--- config.mk ---
export PLATFORM = sky130hd
export DESIGN_NAME = pixel_sequencer
export DESIGN_NICKNAME = d
export VERILOG_FILES = /design/src/rtl/pixel_sequencer.sv
export SDC_FILE = /design/constraint.sdc
export NUM_CORES = 1
export LEC_CHECK = 0
export BUFFER_PORTS_ARGS = -buffer_cell sky130_fd_sc_hd__buf_2
export CAP_MARGIN = 0
export CORE_ASPECT_RATIO = 0.6
export CORE_MARGIN = 5
export CORE_UTILIZATION = 50
export CTS_BUF_LIST = sky130_fd_sc_hd__clkbuf_2
export CTS_CLUSTER_DIAMETER = 50
export DETAILED_ROUTE_END_ITERATION = 10
export PLACE_DENSITY = 0.82
export SLEW_MARGIN = 25
export SYNTH_ARGS = -nofsm -noshare
export SYNTH_HDL_FRONTEND = slang
export SYNTH_SLANG_ARGS = --single-unit
--- constraint.sdc ---
create_clock -name clk -period 2.28 [get_ports clk]
set_input_delay 0.114 -clock clk [delete_from_list [all_inputs] [get_ports clk]]
set_output_delay 0.114 -clock clk [all_outputs]
set_load 0.005 [all_outputs]
--- src/rtl/pixel_sequencer.sv ---
// pixel_sequencer: sequences erase/expose/convert, then reads the four pixels
// into a frame register and hands the frame off over valid/ready.
module pixel_sequencer #(
    parameter int C_ERASE    = 5,
    parameter int C_EXPOSE   = 255,
    parameter int C_CONVERT  = 255,
    parameter int C_READ     = 4,
    parameter bit CONTINUOUS = 1'b0
) (
    input  logic        clk,
    input  logic        reset,
    input  logic        start,
    output logic        busy,
    output logic        erase,
    output logic        expose,
    output logic        convert,
    output logic        cnt_reset,
    output logic        cnt_en,
    output logic [3:0]  read,
    input  logic [7:0]  data_in,
    output logic        frame_valid,
    input  logic        frame_ready,
    output logic [31:0] frame_data
);
    localparam int MAX_A = C_ERASE > C_EXPOSE ? C_ERASE : C_EXPOSE;
    localparam int MAX_B = C_CONVERT > C_READ ? C_CONVERT : C_READ;
    localparam int CW    = $clog2((MAX_A > MAX_B ? MAX_A : MAX_B) + 1);

    typedef enum logic [2:0] {IDLE, ERASE, EXPOSE, CONVERT, READ, OUTPUT} state_t;

    state_t        state, nxt;
    logic [CW-1:0] cnt, nxt_cnt;
    logic [1:0]    pix, nxt_pix;
    logic          cap, done, handoff;

    assign done    = cnt == '0;
    assign handoff = frame_valid && frame_ready;

    always_comb begin
        nxt     = state;
        nxt_cnt = done ? cnt : cnt - 1'b1;
        nxt_pix = pix;
        cap     = 1'b0;
        case (state)
            IDLE: if (start) begin
                nxt     = ERASE;
                nxt_cnt = CW'(C_ERASE - 1);
            end
            ERASE: if (done) begin
                nxt     = EXPOSE;
                nxt_cnt = CW'(C_EXPOSE - 1);
            end
            EXPOSE: if (done) begin
                nxt     = CONVERT;
                nxt_cnt = CW'(C_CONVERT - 1);
            end
            CONVERT: if (done) begin
                nxt     = READ;
                nxt_cnt = CW'(C_READ - 1);
                nxt_pix = 2'd0;
            end
            READ: if (done) begin
                cap     = 1'b1;
                nxt     = pix == 2'd3 ? OUTPUT : READ;
                nxt_cnt = pix == 2'd3 ? cnt : CW'(C_READ - 1);
                nxt_pix = pix == 2'd3 ? pix : pix + 2'd1;
            end
            OUTPUT: if (handoff) begin
                nxt     = CONTINUOUS ? ERASE : IDLE;
                nxt_cnt = CONTINUOUS ? CW'(C_ERASE - 1) : cnt;
            end
            default: nxt = IDLE;
        endcase
    end

    // control outputs are registered from the next state so they align with it
    always_ff @(posedge clk or negedge reset) begin
        if (!reset) begin
            state       <= IDLE;
            cnt         <= '0;
            pix         <= 2'd0;
            busy        <= 1'b0;
            erase       <= 1'b0;
            expose      <= 1'b0;
            convert     <= 1'b0;
            cnt_reset   <= 1'b0;
            cnt_en      <= 1'b0;
            read        <= 4'b0000;
            frame_valid <= 1'b0;
            frame_data  <= '0;
        end else begin
            state       <= nxt;
            cnt         <= nxt_cnt;
            pix         <= nxt_pix;
            busy        <= nxt != IDLE;
            erase       <= nxt == ERASE;
            expose      <= nxt == EXPOSE;
            convert     <= nxt == CONVERT;
            cnt_reset   <= nxt == ERASE;
            cnt_en      <= nxt == CONVERT;
            read        <= nxt == READ ? 4'b0001 << nxt_pix : 4'b0000;
            frame_valid <= state == OUTPUT && !handoff;
            if (cap)
                frame_data[{pix, 3'b000} +: 8] <= data_in;
        end
    end
endmodule
==> results.txt <==
- Dividing the final minimum period by the clock period gives 93.85%.
- Pins Over Slew Limit: 0
* Total power divided by cell area: 815.7 mW/mm²
- Number of buffers on the longest clock path: 2
* Mapped Avg Cell Area: 9.283 µm²
* Setup fix buffers added after clock tree synthesis: 0
- During I/O placement, the number of pins put on the boundary was 55.
- Entering global routing, the biggest net connects 42 pins.
* Violation count after the first detailed-route iteration: 143
- met1 is the most crowded layer.
- Post-Synthesis Cells: 279
* Die W: 102.9 µm
* Async set or reset register ratio after synthesis: 100.0%
* H-tree depth: 2
- Dividing the detail-routed wire length by the instance count gives 14.93 µm.
- Arrival time at the worst endpoint: 2.52 ns
* Post-detailed-routing wire length: 6239 µm
- Post-route minimum period: 2.140 ns
* Detail-routed via count per cell: 5.325
- Status: completed
- First-pass GRT wire length: 10,330 µm
- The count of buffers added on input and output ports is 54.
* Transition time of the tightest slew-check pin: 0.7190 ns
- The finished cells cover 0.003126 mm².
* Headroom to the max-slew limit: 51.62%
* Reg2reg start: cnt[0]$_DFFE_PN0P_
- Post-synthesis register bit count: 54
- Last weighted congestion value of the routability-driven placer: 0.8687
- Crit. End Element: flip-flop
* Total of fill cells in the finished design: 419
- sky130_fd_sc_hd__dfrtp_1 takes more of the synthesized area than any other cell.
- Counting flops with a built-in enable in the synthesized netlist gives 0.
* Total cell area at the placement stage: 0.002974 mm²
- Setup repair after global routing left no endpoint under its margin.
- In this design, the stage delay of the slowest critical-path cell is 0.57 ns.
* Core Region: 0.005030 mm²
- Placed wire-length estimate: 4518 µm
- CTS saw 54 sinks.
- Among all cell types in the netlist, the one instantiated most often is sky130_fd_sc_hd__nand2_1.
- Root buffer cell: sky130_fd_sc_hd__clkbuf_2
- Number of nets in the synthesized netlist: 300
* Total grt overflow: 0
* Setup Skew: 0.01465 ns
- Primary FF master, synth: sky130_fd_sc_hd__dfrtp_1
* Number of core rows: 20
- In this run the static leakage power is 1.458 nW.
* Critical path required time: 2.66 ns
- Destination of the critical timing path: read[2]$_DFF_PN0_
* Inserted Clock Buffers: 5
- Synthesis instantiated 45 different standard cells from the library.
* Post-synthesis sequential area ratio: 52.17%
- Summed over all failing endpoints, the final setup total negative slack is 0 ns.
- # DRC: 0
* Number of vias after detailed routing: 2,226
- The worst register-to-register path ends at read[2]$_DFF_PN0_.
* Initial standard-cell utilization of the core: 51.49%
* Most used cell, CP: sky130_fd_sc_hd__nor3b_2
* Cell Chain, Critical Path: inv_1 -> ha_1 -> nor3b_2 -> and2_4 -> inv_2 -> nor3_1 -> or4_4 -> nor3b_2
* Footprint of the multi-input gates: 0.001139 mm²
- GR met2 Demand/Resource: 28.59%
- The floorplan step set the die height to 65.75 µm.
- Share of the synthesized area in the top cell type: 52.17%
- Highest net fanout along the worst path: 7
* CTS tree: built
* Fraction of final layout cells with drive strength greater than 1: 24.72%
* Worst min-delay path class: in2async
- After synthesis the cells add up to 0.002590 mm².
- The final layout contains 372 nets.
- The worst setup path is of the reg2reg kind.
- CP startpoint: cnt[0]$_DFFE_PN0P_
* Register-to-register setup slack: 0.14 ns
- Max-cap violations in this run came to 0.
* Most used standard cells in the synthesized netlist: 73 x sky130_fd_sc_hd__nand2_1, 54 x sky130_fd_sc_hd__dfrtp_1, 45 x sky130_fd_sc_hd__o21ai_0, 10 x sky130_fd_sc_hd__a21oi_1, 10 x sky130_fd_sc_hd__inv_1
- Relative to the synthesized area, the layout overhead comes to 20.68%.
- Registers take 0.001351 mm².
* Clock insertion delay at the later pin of the skew report: 0.44 ns
* VDD IR max: 0.0004088 V
- Global routing consumed, over all layers together, 19.56% of the routing resources.
- CTS clk-pin slew, worst paths: 0.28 ns
- Global routing consumed, on the met3 layer, 4.242% of the routing resources.
- The via count of the first global-routing pass is 2,028.
* Initial antenna violation count: 0
- Maximum clock frequency: 0.4673 GHz
* R2R depth: 8
- Among all stages on the critical path, the largest delay is contributed by sky130_fd_sc_hd__or4_4.
- Number of detailed-route iterations in the first pass: 5
- Warning count from the yosys run: 0
- Floorplan die area: 0.006767 mm²
- Cell types occupying the most area after synthesis: sky130_fd_sc_hd__dfrtp_1 52%, sky130_fd_sc_hd__nand2_1 11%, sky130_fd_sc_hd__o21ai_0 8.7%, sky130_fd_sc_hd__ha_1 4.3%, sky130_fd_sc_hd__a21oi_1 1.9%
* Met1 Resource Use GR: 29.40%
- STA classifies the critical path startpoint as a flip-flop.
- Setup violations remaining at the end of the flow were counted as 0.
* Antenna fix cells: 0
- Number of routed nets with antenna violations: 0
- The hold violation count in the final report was 0.
==> worst min path at each step <==
stage	to	depth (start not counted)	slack, ns	start
2_1_floorplan	busy$_DFF_PN0_	0	-0.18	reset
3_3_place_gp	frame_data[21]$_DFFE_PN0P_	1	0.29	reset
3_5_place_dp	frame_data[21]$_DFFE_PN0P_	1	0.30	reset
4_1_cts	cnt[0]$_DFFE_PN0P_	6	0.22	start
5_1_grt	cnt[5]$_DFFE_PN0P_	2	0.17	reset
6_report	read[1]$_DFF_PN0_	2	0.13	reset
==> layout make-up <==
| class | count | area share (%) |
|---|---|---|
| timing repair buffer | 77 | 15.05 |
| clock inverter | 3 | 0.5204 |
| tap | 66 | 2.642 |
| sequential | 54 | 43.23 |
| clock buffer | 5 | 0.8006 |
| inverter | 11 | 1.321 |
| multi-input combinational | 202 | 36.43 |
==> critical path, delay by kind of cell, from the launching register on <==
kind	cells	cell delay, ns
buffers and inverters	2	0.21
AND/OR/NAND/NOR	5	1.17
adder cells (fa/ha/maj)	1	0.23
flip-flops	1	0.46
==> sequential cells by signal, indices dropped and copies added, names as in the netlist <==
name,cells
cnt_en,1
read,4
state,3
pix,2
frame_data,32
frame_valid,1
expose,1
busy,1
cnt_reset,1
cnt,8
==> where the power goes <==
part           internal [W]  leakage [nW]  switching, W
Sequential          0.00109         0.563      0.000147
Combinational      0.000422         0.870      0.000510
Clock             0.0000699        0.0264      0.000308
==> routing by layer <==
| layer | vias to the layer above | part of all wire (%) |
|---|---|---|
| met3 | 11 | 8.9 |
| met2 | 81 | 44 |
| met5 | - | 0 |
| li1 | 1084 | - |
| met4 | 0 | 1.3 |
| met1 | 1050 | 46 |
==> cells in the final DEF (no fill, tap or decap), types with 5 or more instances in the layout <==
cell type	n
sky130_fd_sc_hd__o21ai_0	44
sky130_fd_sc_hd__buf_2	53
sky130_fd_sc_hd__dfrtp_1	54
sky130_fd_sc_hd__nor3_1	7
sky130_fd_sc_hd__nor3b_1	5
sky130_fd_sc_hd__inv_1	10
sky130_fd_sc_hd__nor2_1	9
sky130_fd_sc_hd__a21oi_1	10
sky130_fd_sc_hd__dlygate4sd3_1	10
sky130_fd_sc_hd__clkbuf_2	5
sky130_fd_sc_hd__buf_4	14
sky130_fd_sc_hd__nand2_1	73
sky130_fd_sc_hd__ha_1	9
==> metrics by stage <==
stage | hold slack, ns | worst slack, ns | cells | power [W] | utilization [%]
detailed placement | 0.2952 | 0.1067 | 400 | 0.002147 | 59.13
global route | 0.1731 | 0.04083 | 418 | 0.002740 | 62.14
finish | 0.1348 | 0.1402 | 418 | 0.002549 | 62.14
global placement | 0.2932 | 0.2061 | 400 | 0.002110 | 59.13
floorplan | -0.1816 | 0.2944 | 279 | 0.001868 | -
CTS | 0.2207 | 0.05355 | 418 | 0.002536 | 61.94
==> cells by family (layout without fill, tap and decap cells) <==
logic type	Yosys count	in the layout	share of synthesized area, %
AND/OR/NAND/NOR	120	120	23.09
AO/OA/AOI/OAI	68	68	14.44
flip-flops	54	54	52.17
buffers and inverters	23	96	4.154
adder cells (fa/ha/maj)	9	9	4.348
XOR/XNOR	3	3	1.015
multiplexers	2	2	0.7730
==> what timing repair did <==
action                                  in CTS  in global routing
hold buffers                                10                  0
hold endpoints to repair                    72                  0
resized for setup                            0                  4
endpoints found under the setup margin       0                  5
Note: power is estimated with default switching activity, not from simulation.
